[src/rtl/fetch_decode_unit.sv]
// -----------------------------------------------------------------------------
// fetch_decode_unit
//   Fetches 32-bit instructions as two 16-bit half-words (high half first),
//   decodes the two-bit operation class, dispatches arithmetic instructions to
//   an execution unit (EU) with a one-cycle strobe and waits for the EU to
//   finish. NOP words are skipped; a HALT word parks the unit until start.
//
// Optional feature macro: EU_TIMEOUT_EN
//   Defined   : an 8-bit counter bounds the EU wait; after 255 WAIT_EU cycles
//               without completion err is set (sticky) and the unit halts.
//   Undefined : the EU wait is unbounded and err is tied low.
//
// Ports
//   clk       in   1   clock, all state changes on the rising edge
//   rst_n     in   1   synchronous active-low reset
//   start     in   1   begin/resume fetching (honoured in IDLE and HALTED only)
//   mem_addr  out  16  registered word address (the PC)
//   mem_rd    out  1   read request, high in FETCH_HI/FETCH_LO
//   mem_ack   in   1   mem_data valid; only meaningful while mem_rd=1
//   mem_data  in   16  instruction half-word
//   ir        out  32  instruction register
//   sel_eu    out  2   EU operation class (00 arith-imm, 01 arith-reg)
//   cs        out  1   EU dispatch strobe, one-cycle pulse
//   ready1    in   1   EU ready, low while busy
//   halt      out  1   high in HALTED
//   err       out  1   sticky EU-timeout flag
// -----------------------------------------------------------------------------
module fetch_decode_unit #(
  parameter logic [15:0] RESET_PC = 16'h0000
) (
  input  logic        clk,
  input  logic        rst_n,
  input  logic        start,
  output logic [15:0] mem_addr,
  output logic        mem_rd,
  input  logic        mem_ack,
  input  logic [15:0] mem_data,
  output logic [31:0] ir,
  output logic [1:0]  sel_eu,
  output logic        cs,
  input  logic        ready1,
  output logic        halt,
  output logic        err
);

  typedef enum logic [2:0] {
    S_IDLE     = 3'd0,
    S_FETCH_HI = 3'd1,
    S_FETCH_LO = 3'd2,
    S_DECODE   = 3'd3,
    S_DISPATCH = 3'd4,
    S_WAIT_EU  = 3'd5,
    S_HALTED   = 3'd6
  } state_t;

  state_t      state_q, state_d;
  logic [15:0] pc_q, pc_d;
  logic [31:0] ir_q, ir_d;
  logic [1:0]  sel_eu_q, sel_eu_d;
  logic        saw_low_q, saw_low_d;
  logic        mem_rd_q;
  logic        cs_q;
  logic        halt_q;
  logic        eu_done_s;
`ifdef EU_TIMEOUT_EN
  logic [7:0]  tmo_cnt_q, tmo_cnt_d;
  logic        err_q, err_d;
`endif

  // The EU has finished only after it was seen busy in WAIT_EU and is ready again;
  // a ready1 that is already high on entry does not count.
  assign eu_done_s = saw_low_q & ready1;

  // Next-state and datapath update logic
  always_comb begin
    state_d   = state_q;
    pc_d      = pc_q;
    ir_d      = ir_q;
    sel_eu_d  = sel_eu_q;
    saw_low_d = saw_low_q;
`ifdef EU_TIMEOUT_EN
    tmo_cnt_d = tmo_cnt_q;
    err_d     = err_q;
`endif
    case (state_q)
      S_IDLE: begin
        if (start) begin
          state_d = S_FETCH_HI;
        end else begin
          state_d = S_IDLE;
        end
      end
      S_FETCH_HI: begin
        if (mem_ack) begin
          ir_d[31:16] = mem_data;
          pc_d        = pc_q + 16'd1;
          state_d     = S_FETCH_LO;
        end else begin
          state_d = S_FETCH_HI;
        end
      end
      S_FETCH_LO: begin
        if (mem_ack) begin
          ir_d[15:0] = mem_data;
          pc_d       = pc_q + 16'd1;
          state_d    = S_DECODE;
        end else begin
          state_d = S_FETCH_LO;
        end
      end
      S_DECODE: begin
        case (ir_q[31:30])
          2'b00: begin
            sel_eu_d = 2'b00;
            state_d  = S_DISPATCH;
          end
          2'b01: begin
            sel_eu_d = 2'b01;
            state_d  = S_DISPATCH;
          end
          2'b10:   state_d = S_FETCH_HI;
          2'b11:   state_d = S_HALTED;
          default: state_d = S_IDLE;
        endcase
      end
      S_DISPATCH: begin
        saw_low_d = 1'b0;
`ifdef EU_TIMEOUT_EN
        tmo_cnt_d = 8'd0;
`endif
        state_d   = S_WAIT_EU;
      end
      S_WAIT_EU: begin
        if (eu_done_s) begin
          state_d = S_FETCH_HI;
        end else begin
          if (!ready1) begin
            saw_low_d = 1'b1;
          end else begin
            saw_low_d = saw_low_q;
          end
`ifdef EU_TIMEOUT_EN
          // Counter value 254 marks the 255th cycle spent waiting.
          if (tmo_cnt_q == 8'd254) begin
            err_d   = 1'b1;
            state_d = S_HALTED;
          end else begin
            tmo_cnt_d = tmo_cnt_q + 8'd1;
            state_d   = S_WAIT_EU;
          end
`else
          state_d = S_WAIT_EU;
`endif
        end
      end
      S_HALTED: begin
        if (start) begin
          state_d = S_FETCH_HI;
        end else begin
          state_d = S_HALTED;
        end
      end
      default: state_d = S_IDLE;
    endcase
  end

  // State, datapath and registered output flops with synchronous reset
  always_ff @(posedge clk) begin
    if (!rst_n) begin
      state_q   <= S_IDLE;
      pc_q      <= RESET_PC;
      ir_q      <= 32'h0000_0000;
      sel_eu_q  <= 2'b00;
      saw_low_q <= 1'b0;
      mem_rd_q  <= 1'b0;
      cs_q      <= 1'b0;
      halt_q    <= 1'b0;
`ifdef EU_TIMEOUT_EN
      tmo_cnt_q <= 8'd0;
      err_q     <= 1'b0;
`endif
    end else begin
      state_q   <= state_d;
      pc_q      <= pc_d;
      ir_q      <= ir_d;
      sel_eu_q  <= sel_eu_d;
      saw_low_q <= saw_low_d;
      // Strobes are decoded from the next state so they line up with state_q.
      mem_rd_q  <= (state_d == S_FETCH_HI) || (state_d == S_FETCH_LO);
      cs_q      <= (state_d == S_DISPATCH);
      halt_q    <= (state_d == S_HALTED);
`ifdef EU_TIMEOUT_EN
      tmo_cnt_q <= tmo_cnt_d;
      err_q     <= err_d;
`endif
    end
  end

  assign mem_addr = pc_q;
  assign mem_rd   = mem_rd_q;
  assign ir       = ir_q;
  assign sel_eu   = sel_eu_q;
  assign cs       = cs_q;
  assign halt     = halt_q;
`ifdef EU_TIMEOUT_EN
  assign err      = err_q;
`else
  assign err      = 1'b0;
`endif

endmodule

[config.mk]
export PLATFORM = sky130hd
export DESIGN_NAME = fetch_decode_unit
export DESIGN_NICKNAME = d
export VERILOG_FILES = /design/src/rtl/fetch_decode_unit.sv
export SDC_FILE = /design/constraint.sdc
export NUM_CORES = 1
export LEC_CHECK = 0
export CELL_PAD_IN_SITES_DETAIL_PLACEMENT = 0
export CELL_PAD_IN_SITES_GLOBAL_PLACEMENT = 1
export CORE_MARGIN = 1
export CORE_UTILIZATION = 33
export CTS_CLUSTER_SIZE = 25
export DETAILED_ROUTE_END_ITERATION = 10
export GPL_TIMING_DRIVEN = 0
export PLACE_DENSITY_LB_ADDON = 0.1
export SYNTH_ARGS = -nofsm -noshare
export SYNTH_HDL_FRONTEND = slang
export SYNTH_SLANG_ARGS = --single-unit
[constraint.sdc]
create_clock -name clk -period 2.2 [get_ports clk]
set_input_delay 0.33 -clock clk [delete_from_list [all_inputs] [get_ports clk]]
set_output_delay 0.33 -clock clk [all_outputs]
set_load 0.05 [all_outputs]
==> results_dict.tcl, run 1 <==
set metrics [dict create \
    path_clk_slew_ps 100 \
    postCtsHoldBufs 0 \
    dpl.cell_count 425 \
    cts.sinks 56 \
    firstDrtPassIters 4 \
    worst_pin_slew_ps 573 \
    avgSynthCellArea_um2 8.30 \
    yosys_most_used_dff "dfxtp_1" \
    wl_per_cell_um 13.3 \
    rr_startpoint "state_q[2]$_SDFF_PN0_" \
    nNetsFinal 377 \
    finalClockSkew_ps 9.32 \
    drive_above_1_share_pct 5.62 \
    detail-route-antenna-nets 0 \
    p_sw_share_pct 29.0 \
    route.detailed.drc 0 \
    cts_resized 0 \
    vdd_drop_max_v 0.000275 \
    dieArea_mm2 0.00725 \
    max_freq_ghz 0.508 \
    finalHoldViolCount 0 \
    yosysSeqAreaShare_pct 49.1 \
    cp_slowest_stage_delay_ps 860 \
    die_x_um 85.2 \
    rr_worst_depth 6 \
    synth-edff-count 0 \
    p_switching_uw 574 \
    crit_path_top_delay_cell "clkdlybuf4s50_1" \
    cp_data_arrival_time_ps 1640 \
    cts_buffer_depth 2 \
    wl_um 5770 \
    avgViaCountPerCell 4.93 \
    gp_congestion 0.731 \
    min_path_cells 2 \
    grt_antenna_before_repair 0 \
    clk_latency_ps 310 \
    cts_htree_levels 2 \
    port_buffers 72 \
    setup-violations-final 0 \
    p_clk_share_pct 28.8 \
    netlist_area_mm2 0.00228 \
    drtIter0Drc 84 \
    row_count 29 \
    fillers 659 \
    worstHoldStart "ir[22]$_SDFFE_PN0P_" \
    yosysWarnings 0 \
    seqPwrFrac_pct 53.7 \
    place_ws_ps -46.7 \
    crit_chain "clkdlybuf4s50_1" \
    areaGrowthSynthToFinish_pct 39.9 \
    track_usage_pct 16.5 \
    p_comb_share_pct 17.6 \
    p_leak_uw 0.00107 \
    ys_seq_elements 56 \
    grt_max_degree 18 \
    place_hpwl_um 4170 \
    cts_root_buffer "clkbuf_8" \
    grt_pass1_wl_um 9590 \
    p_per_area_mw_per_mm2 619 \
    cp_num_buf_inv 1 \
    hold_path.class "register to register" \
    cts_buffers 5 \
    fin_cells 433 \
    drv_cap 0 \
    core_area_mm2 0.00649 \
    p_int_uw 1400 \
    netlist_instances 275 \
    async_reset_ff_share_pct 0 \
    start_util_pct 35.1 \
    grt_overflow 0 \
    post_cts_buffers 0 \
    cp.required_ps 1870 \
    fin_ws_ps 232 \
    fin_crit_sh_pct 89.5 \
    critPathKind "register to output port" \
    vias 2135 \
    final_max_slew_viol_count 0 \
    endpoint_kind "output port" \
    setup.worst_path.start "ir[31]$_SDFFE_PN0P_" \
    ys_types 43 \
    grt_pass1_vias 1955 \
    cp_top_family "buffers and inverters" \
    path_depth 1 \
    cts_tree "done" \
    fin_crit_ps 1970 \
    rsz0062_at_grt "no" \
    io_pins 75 \
    n_antenna_cell 0 \
    slew_headroom_pct 61.6 \
    start_kind "register" \
    outcome "complete, no violations" \
    worstPathMaxFanout 7 \
    die_y_um 85.2 \
]
## cell type report
| cell class | instances | area, µm² | share of cell area (%) |
|---|---|---|---|
| flip-flops and latches | 56 | 1120 | 35.1 |
| multi-input cells | 200 | 1070 | 33.4 |
| repair buffers | 72 | 721 | 22.6 |
| well taps | 77 | 96.3 | 3.02 |
| plain buffers | 16 | 83.8 | 2.63 |
| clock buffers | 6 | 72.6 | 2.27 |
| clock inverters | 2 | 16.3 | 0.510 |
| inverters | 4 | 15.0 | 0.470 |
## layout by cell type, fill, tap and decap left out, drive strengths merged, types with 3 or more instances in the layout
cell	synthesis	layout
a21oi	45	45
buf	5	5
clkbuf	11	17
clkdlybuf4s50	0	72
dfxtp	56	56
inv	4	4
nand2	72	72
nand2b	3	3
nand3	6	6
nand4	4	4
nor2	12	12
o21ai	6	6
o31ai	4	4
or3	5	5
or4	5	5
xnor2	4	4
xor2	4	4
## path summary, 6_finish.rpt
path | to | slack [ps]
worst max-delay path | ir[31] | 230
worst max register to register | ir[9]$_SDFFE_PN0P_ | 310
worst min register to register | ir[22]$_SDFFE_PN0P_ | 460
worst min-delay path | ir[22]$_SDFFE_PN0P_ | 460
## power groups by stage
stage          clock (µW)  sequential [µW]  combinational (µW)
5_1_grt               638             1070                 374
3_3_place_gp            0             1080                 348
2_1_floorplan           0             1170                 132
4_1_cts               599             1060                 350
3_5_place_dp            0             1090                 348
6_report              568             1060                 347
## per-layer routing
layer | part of all wire [%] | up-vias | GRT usage [%] | routed length, µm
li1 | - | 1101 | - | -
met1 | 49 | 969 | 23.0 | 2800
met2 | 46 | 60 | 27.0 | 2650
met3 | 4.6 | 5 | 2.82 | 267
met4 | 0.88 | 0 | 3.70 | 51
met5 | 0 | - | 0 | 0
## cell families after synthesis
kind of cell / synth area share, %
AOI/OAI and AO/OA: 16.1
buffers and inverters: 4.33
other: 0.164
adders and majority gates: 0.548
DFF: 49.1
and+or+nand+nor: 25.9
xor gates and xnor gates: 3.89
## sequential cells by signal, indices dropped and copies added (netlist names)
register   cells
ir            32
mem_addr      16
state_q        3
cs             1
halt           1
mem_rd         1
saw_low_q      1
sel_eu         1
## cells in the mapped netlist, types with 2 or more instances
cell	number	area share [%]
o21ai_0	6	1.3
nand4_1	4	1.1
o211ai_1	2	0.66
or4_1	5	1.6
and4_1	2	0.77
o31ai_1	4	1.3
or2_2	2	0.55
nand2_1	72	12
nand3b_1	2	0.66
dfxtp_1	56	49
nor3_1	2	0.44
xnor2_1	3	1.2
a21oi_1	45	9.9
nand2b_1	2	0.55
or3_1	5	1.4
inv_1	3	0.49
clkbuf_1	11	1.8
nor2_1	12	2.0
buf_4	2	0.66
xor2_1	4	1.5
a31o_2	2	0.77
nand3_1	6	1.3
buf_6	2	0.99
and2_1	2	0.55
## stage by stage
step	util [%]	total power, µW	setup TNS (ps)	hold slack (ps)	area, µm²
floorplan	-	1300	0	452	2290
global placement	47.8	1430	-96.1	442	3100
detailed placement	47.8	1430	-393	446	3100
CTS	49.1	2010	0	461	3190
global route	49.1	2080	0	478	3190
finish	49.1	1980	0	457	3190
Note: power is estimated with default switching activity, not from simulation.
==> run 2, diff against run 1 <==
- ABC_AREA: default -> 1
- CORE_UTILIZATION: 33 -> 32
- RECOVER_POWER: default -> 100
==> results_dict.tcl, run 2 <==
set metrics [dict create \
    row_count 31 \
    max_freq_ghz 0.503 \
    drtIter0Drc 55 \
    synth.most_common_cell "nor2_1" \
    async_reset_ff_share_pct 0 \
    postCtsHoldBufs 0 \
    p_per_area_mw_per_mm2 674 \
    p_sw_share_pct 28.8 \
    track_usage_pct 16.6 \
    yosysWarnings 0 \
    path_clk_slew_ps 100 \
    crit_path_top_delay_cell "dlygate4sd3_1" \
    die_x_um 88.8 \
    dpl.cell_count 509 \
    grt_pass1_vias 2071 \
    grt_pass1_wl_um 9950 \
    fin_crit_sh_pct 90.4 \
    port_buffers 72 \
    yosysTopAreaCellShare_pct 46.5 \
    slew_headroom_pct 60.8 \
    worstPathMaxFanout 6 \
    critPathKind "register to output port" \
    start_kind "register" \
    cp_data_arrival_time_ps 1660 \
    avgSynthCellArea_um2 7.15 \
    io_pins 75 \
    p_clk_share_pct 32.4 \
    yosys_most_used_dff "dfxtp_1" \
    cp_top_family "buffers and inverters" \
    rsz0062_at_grt "no" \
    fin_crit_ps 1990 \
    vdd_drop_max_v 0.000265 \
    path_depth 1 \
    fin_tns_setup_ps 0 \
    start_util_pct 33.2 \
    areaGrowthSynthToFinish_pct 38.7 \
    clk_latency_ps 310 \
    drive_above_1_share_pct 5.74 \
    setup-violations-final 0 \
    drv_cap 0 \
    yosysSeqAreaShare_pct 46.5 \
    ys_seq_elements 56 \
    grt_max_degree 17 \
    cp.required_ps 1870 \
    yosysTopAreaCell "dfxtp_1" \
    wl_um 6150 \
    cp_num_buf_inv 1 \
    n_antenna_cell 0 \
    yosys-top-cells-count "nor2_1, dfxtp_1, nand2_1" \
    final_max_slew_viol_count 0 \
    die_y_um 88.8 \
    p_leak_uw 0.00152 \
    grt_antenna_before_repair 0 \
    core_area_mm2 0.00725 \
    largest_reg_flops 32 \
    endpoint_kind "output port" \
    final_cell_mix "nor2_1, dfxtp_1, dlygate4sd3_1, nand2_1, o21ai_0" \
    place_hpwl_um 4580 \
    p_switching_uw 650 \
    nNetsFinal 439 \
    gp_congestion 0.800 \
    cts_resized 0 \
    firstDrtPassIters 4 \
    seqPwrFrac_pct 48.2 \
    crit_chain "dlygate4sd3_1" \
    hold-worst-slack_ps 475 \
    worst_pin_slew_ps 588 \
    grt_overflow 0 \
    min_path_cells 1 \
    netlist_area_mm2 0.00241 \
    detail-route-antenna-nets 0 \
    wl_per_cell_um 11.9 \
    cts_tree "done" \
    synthTopCellsByArea "dfxtp_1, nor2_1, o21ai_0, nand2_1, inv_1" \
    cp_slowest_stage_delay_ps 920 \
    finalHoldViolCount 0 \
    route.detailed.drc 0 \
    hold_path.class "register to register" \
    finalClockSkew_ps 4.30 \
    cts.sinks 56 \
    ys_types 31 \
    synth-edff-count 0 \
    final_common_cell "nor2_1" \
    cts_root_buffer "clkbuf_8" \
    p_int_uw 1600 \
    p_comb_share_pct 19.4 \
    netlist_instances 337 \
    post_cts_buffers 0 \
    cts_buffer_depth 2 \
    cts_htree_levels 2 \
    vias 2278 \
    avgViaCountPerCell 4.41 \
    cts_buffers 5 \
    outcome "complete, no violations" \
    rr_worst_depth 8 \
    dieArea_mm2 0.00789 \
    fin_cells 517 \
]
run 2: cell types whose count changed after synthesis, sizes merged, moves of 7 or more:
| cell | previous run | this run |
|---|---|---|
| nor2 | 12 | 98 |
| o21ai | 6 | 41 |
| a21oi | 45 | 11 |
| inv | 4 | 34 |
| nand2 | 72 | 54 |
| nand3 | 6 | 13 |
run 2: cells by family (layout without fill, tap and decap cells):
group           count (synthesis)  in the layout  synth area share (%)
simple gates                  176            176                  31.3
flops                          56             56                  46.5
compound gates                 54             54                  12.0
buf+inv                        48            128                  9.13
fa+ha+maj                       1              1                 0.519
other cells                     1              2                 0.156
xor+xnor                        1              1                 0.363
run 2: power groups by stage:
stage          combinational [µW]  clock, µW  sequential (µW)
2_1_floorplan                 157          0             1260
3_3_place_gp                  465          0             1110
3_5_place_dp                  466          0             1110
4_1_cts                       467        763             1090
5_1_grt                       473        795             1100
6_report                      436        730             1090
run 2: final timing paths:
| check | start | to | slack (ps) |
|---|---|---|---|
| worst min register to register | saw_low_q$_SDFFE_PN0P_ | saw_low_q$_SDFFE_PN0P_ | 480 |
| worst max-delay path | ir[31]$_SDFFE_PN0P_ | ir[31] | 210 |
| worst max register to register | state_q[1]$_SDFF_PN0_ | mem_addr[15]$_SDFFE_PN0P_ | 360 |
| worst min-delay path | saw_low_q$_SDFFE_PN0P_ | saw_low_q$_SDFFE_PN0P_ | 480 |
run 2: stage by stage:
step                      util (%)  worst slack [ps]  cell area, µm²  total power, µW
final                         46.1               212            3340             2250
after global routing          46.1               151            3340             2360
after CTS                     46.7               256            3390             2320
after detailed placement      44.9               363            3260             1580
after global placement        44.9               356            3260             1580
after floorplan                  -               495            2410             1410
run 2: cell type report:
class | count | area, µm²
Fill cell | 782 | 3910
Sequential cell | 56 | 1120
Multi-Input combinational cell | 234 | 1040
Timing Repair Buffer | 72 | 721
Inverter | 35 | 136
Tap cell | 99 | 124
Clock buffer | 7 | 96.3
Buffer | 13 | 77.6
Clock inverter | 1 | 30.0
run 2: layer usage:
layer / wire [µm] / track usage [%] / share of wire [%] / up-vias
met5: 0 / 0 / 0 / -
met4: 54 / 4.40 / 0.88 / 0
met3: 282 / 3.45 / 4.6 / 4
met2: 2860 / 28.9 / 47 / 46
met1: 2950 / 20.9 / 48 / 1012
li1: - / - / - / 1216
==> run 3, diff against run 2 <==
- CORE_MARGIN: 1 -> 2
- SETUP_SLACK_MARGIN: default -> 0.05
==> results_dict.tcl, run 3 (same netlist as run 2, synthesis figures left out) <==
set metrics [dict create \
    detail-route-antenna-nets 0 \
    row_count 31 \
    cts_htree_levels 2 \
    avgViaCountPerCell 4.40 \
    setup-violations-final 0 \
    rsz0062_at_grt "no" \
    timing.rr.end "ir[2]$_SDFFE_PN0P_" \
    nNetsFinal 439 \
    outcome "complete, no violations" \
    critPathKind "register to output port" \
    dpl.cell_count 509 \
    rr_startpoint "state_q[1]$_SDFF_PN0_" \
    p_comb_share_pct 18.8 \
    p_total_uw 2330 \
    min_delay_worst_endpoint "saw_low_q$_SDFFE_PN0P_" \
    p_sw_share_pct 28.8 \
    clk_latency_ps 300 \
    final_max_slew_viol_count 0 \
    path_clk_slew_ps 100 \
    p_clk_share_pct 34.5 \
    slew_headroom_pct 61.8 \
    fin_crit_sh_pct 90.3 \
    fin_area_mm2 0.00336 \
    grt_max_degree 19 \
    drv_cap 0 \
    fin_ws_ps 214 \
    cts_buffer_depth 2 \
    wl_per_cell_um 12.3 \
    n_antenna_cell 0 \
    port_buffers 72 \
    place_ws_ps 331 \
    cp_num_buf_inv 1 \
    r2r_slack_ps 440 \
    dpl_cell_area_mm2 0.00326 \
    grt_overflow 0 \
    cp_top_family "buffers and inverters" \
    p_per_area_mw_per_mm2 695 \
    p_int_uw 1660 \
    die_y_um 90.8 \
    cp_data_arrival_time_ps 1660 \
    post_cts_buffers 0 \
    place_hpwl_um 4630 \
    gp_congestion 0.769 \
    grt_pass1_vias 2122 \
    wl_um 6340 \
    vdd_drop_max_v 0.000266 \
    seqPwrFrac_pct 46.6 \
    cts_tree "done" \
    fin_crit_ps 1990 \
    final_cell_mix "nor2_1, dfxtp_1, dlygate4sd3_1, nand2_1, o21ai_0" \
    min_path_cells 1 \
    cts_root_buffer "clkbuf_8" \
    crit_path_top_delay_cell "dlygate4sd3_1" \
    cts.sinks 56 \
    areaGrowthSynthToFinish_pct 39.2 \
    io_pins 75 \
    route.detailed.drc 0 \
    rr_worst_depth 7 \
    cts_resized 0 \
    final_common_cell "nor2_1" \
    finalClockSkew_ps 9.35 \
    postCtsHoldBufs 0 \
    largest_reg_flops 32 \
    die_x_um 90.8 \
    vias 2276 \
    hold_path.class "register to register" \
    firstDrtPassIters 4 \
    cp_slowest_stage_delay_ps 920 \
    track_usage_pct 15.7 \
    cp.required_ps 1870 \
    cts_buffers 5 \
    dieArea_mm2 0.00824 \
    drtIter0Drc 75 \
    grt_antenna_before_repair 0 \
    endpoint_kind "output port" \
    finalHoldViolCount 0 \
    fin_tns_setup_ps 0 \
    p_leak_uw 0.00151 \
    max_freq_ghz 0.504 \
    worstHoldStart "saw_low_q$_SDFFE_PN0P_" \
    grt_pass1_wl_um 10400 \
    worstPathMaxFanout 6 \
    drive_above_1_share_pct 5.26 \
    start_util_pct 33.1 \
    crit_chain "dlygate4sd3_1" \
    start_kind "register" \
    core_area_mm2 0.00729 \
    worst_pin_slew_ps 573 \
    fin_cells 517 \
    p_switching_uw 671 \
]
## run 3: how the worst max path moves through the flow
| stage | startpoint | end | slack (ps) | cells past startpoint |
|---|---|---|---|---|
| after floorplan | mem_addr[0]$_SDFFE_PN0P_ | mem_addr[14]$_SDFFE_PN0P_ | 500 | 8 |
| after global placement | mem_ack | ir[31]$_SDFFE_PN0P_ | 350 | 7 |
| after detailed placement | mem_ack | ir[26]$_SDFFE_PN0P_ | 330 | 7 |
| after CTS | ir[31]$_SDFFE_PN0P_ | ir[31] | 250 | 1 |
| after global routing | ir[31]$_SDFFE_PN0P_ | ir[31] | 150 | 1 |
| final | ir[31]$_SDFFE_PN0P_ | ir[31] | 210 | 1 |
## run 3: routing by layer
| layer | vias up | global-route usage (%) | share of wire [%] |
|---|---|---|---|
| li1 | 1222 | - | - |
| met1 | 1000 | 20.6 | 49 |
| met2 | 50 | 26.7 | 47 |
| met3 | 4 | 2.92 | 3.4 |
| met4 | 0 | 3.79 | 0.73 |
| met5 | - | 0 | 0 |
## run 3: per-stage QoR
step | util [%] | hold WS [ps]
final | 46.0 | 478
after global routing | 46.0 | 490
after CTS | 46.6 | 483
after detailed placement | 44.7 | 458
after global placement | 44.7 | 455
after floorplan | - | 440
## run 3: final cells by class
cell class / instances / area, µm²
sequential: 56 / 1120
fill: 815 / 3940
clock inverter: 3 / 68.8
buffer: 13 / 76.3
multi-input combinational: 234 / 1040
timing repair buffer: 72 / 721
tap: 99 / 124
inverter: 35 / 133
clock buffer: 5 / 68.8
## run 3: power by group through the flow
stage                     combinational, µW  sequential, µW  clock, µW
final                                   439            1090        805
after global routing                    473            1090        870
after CTS                               468            1090        836
after detailed placement                467            1110          0
after global placement                  466            1110          0
after floorplan                         157            1260          0
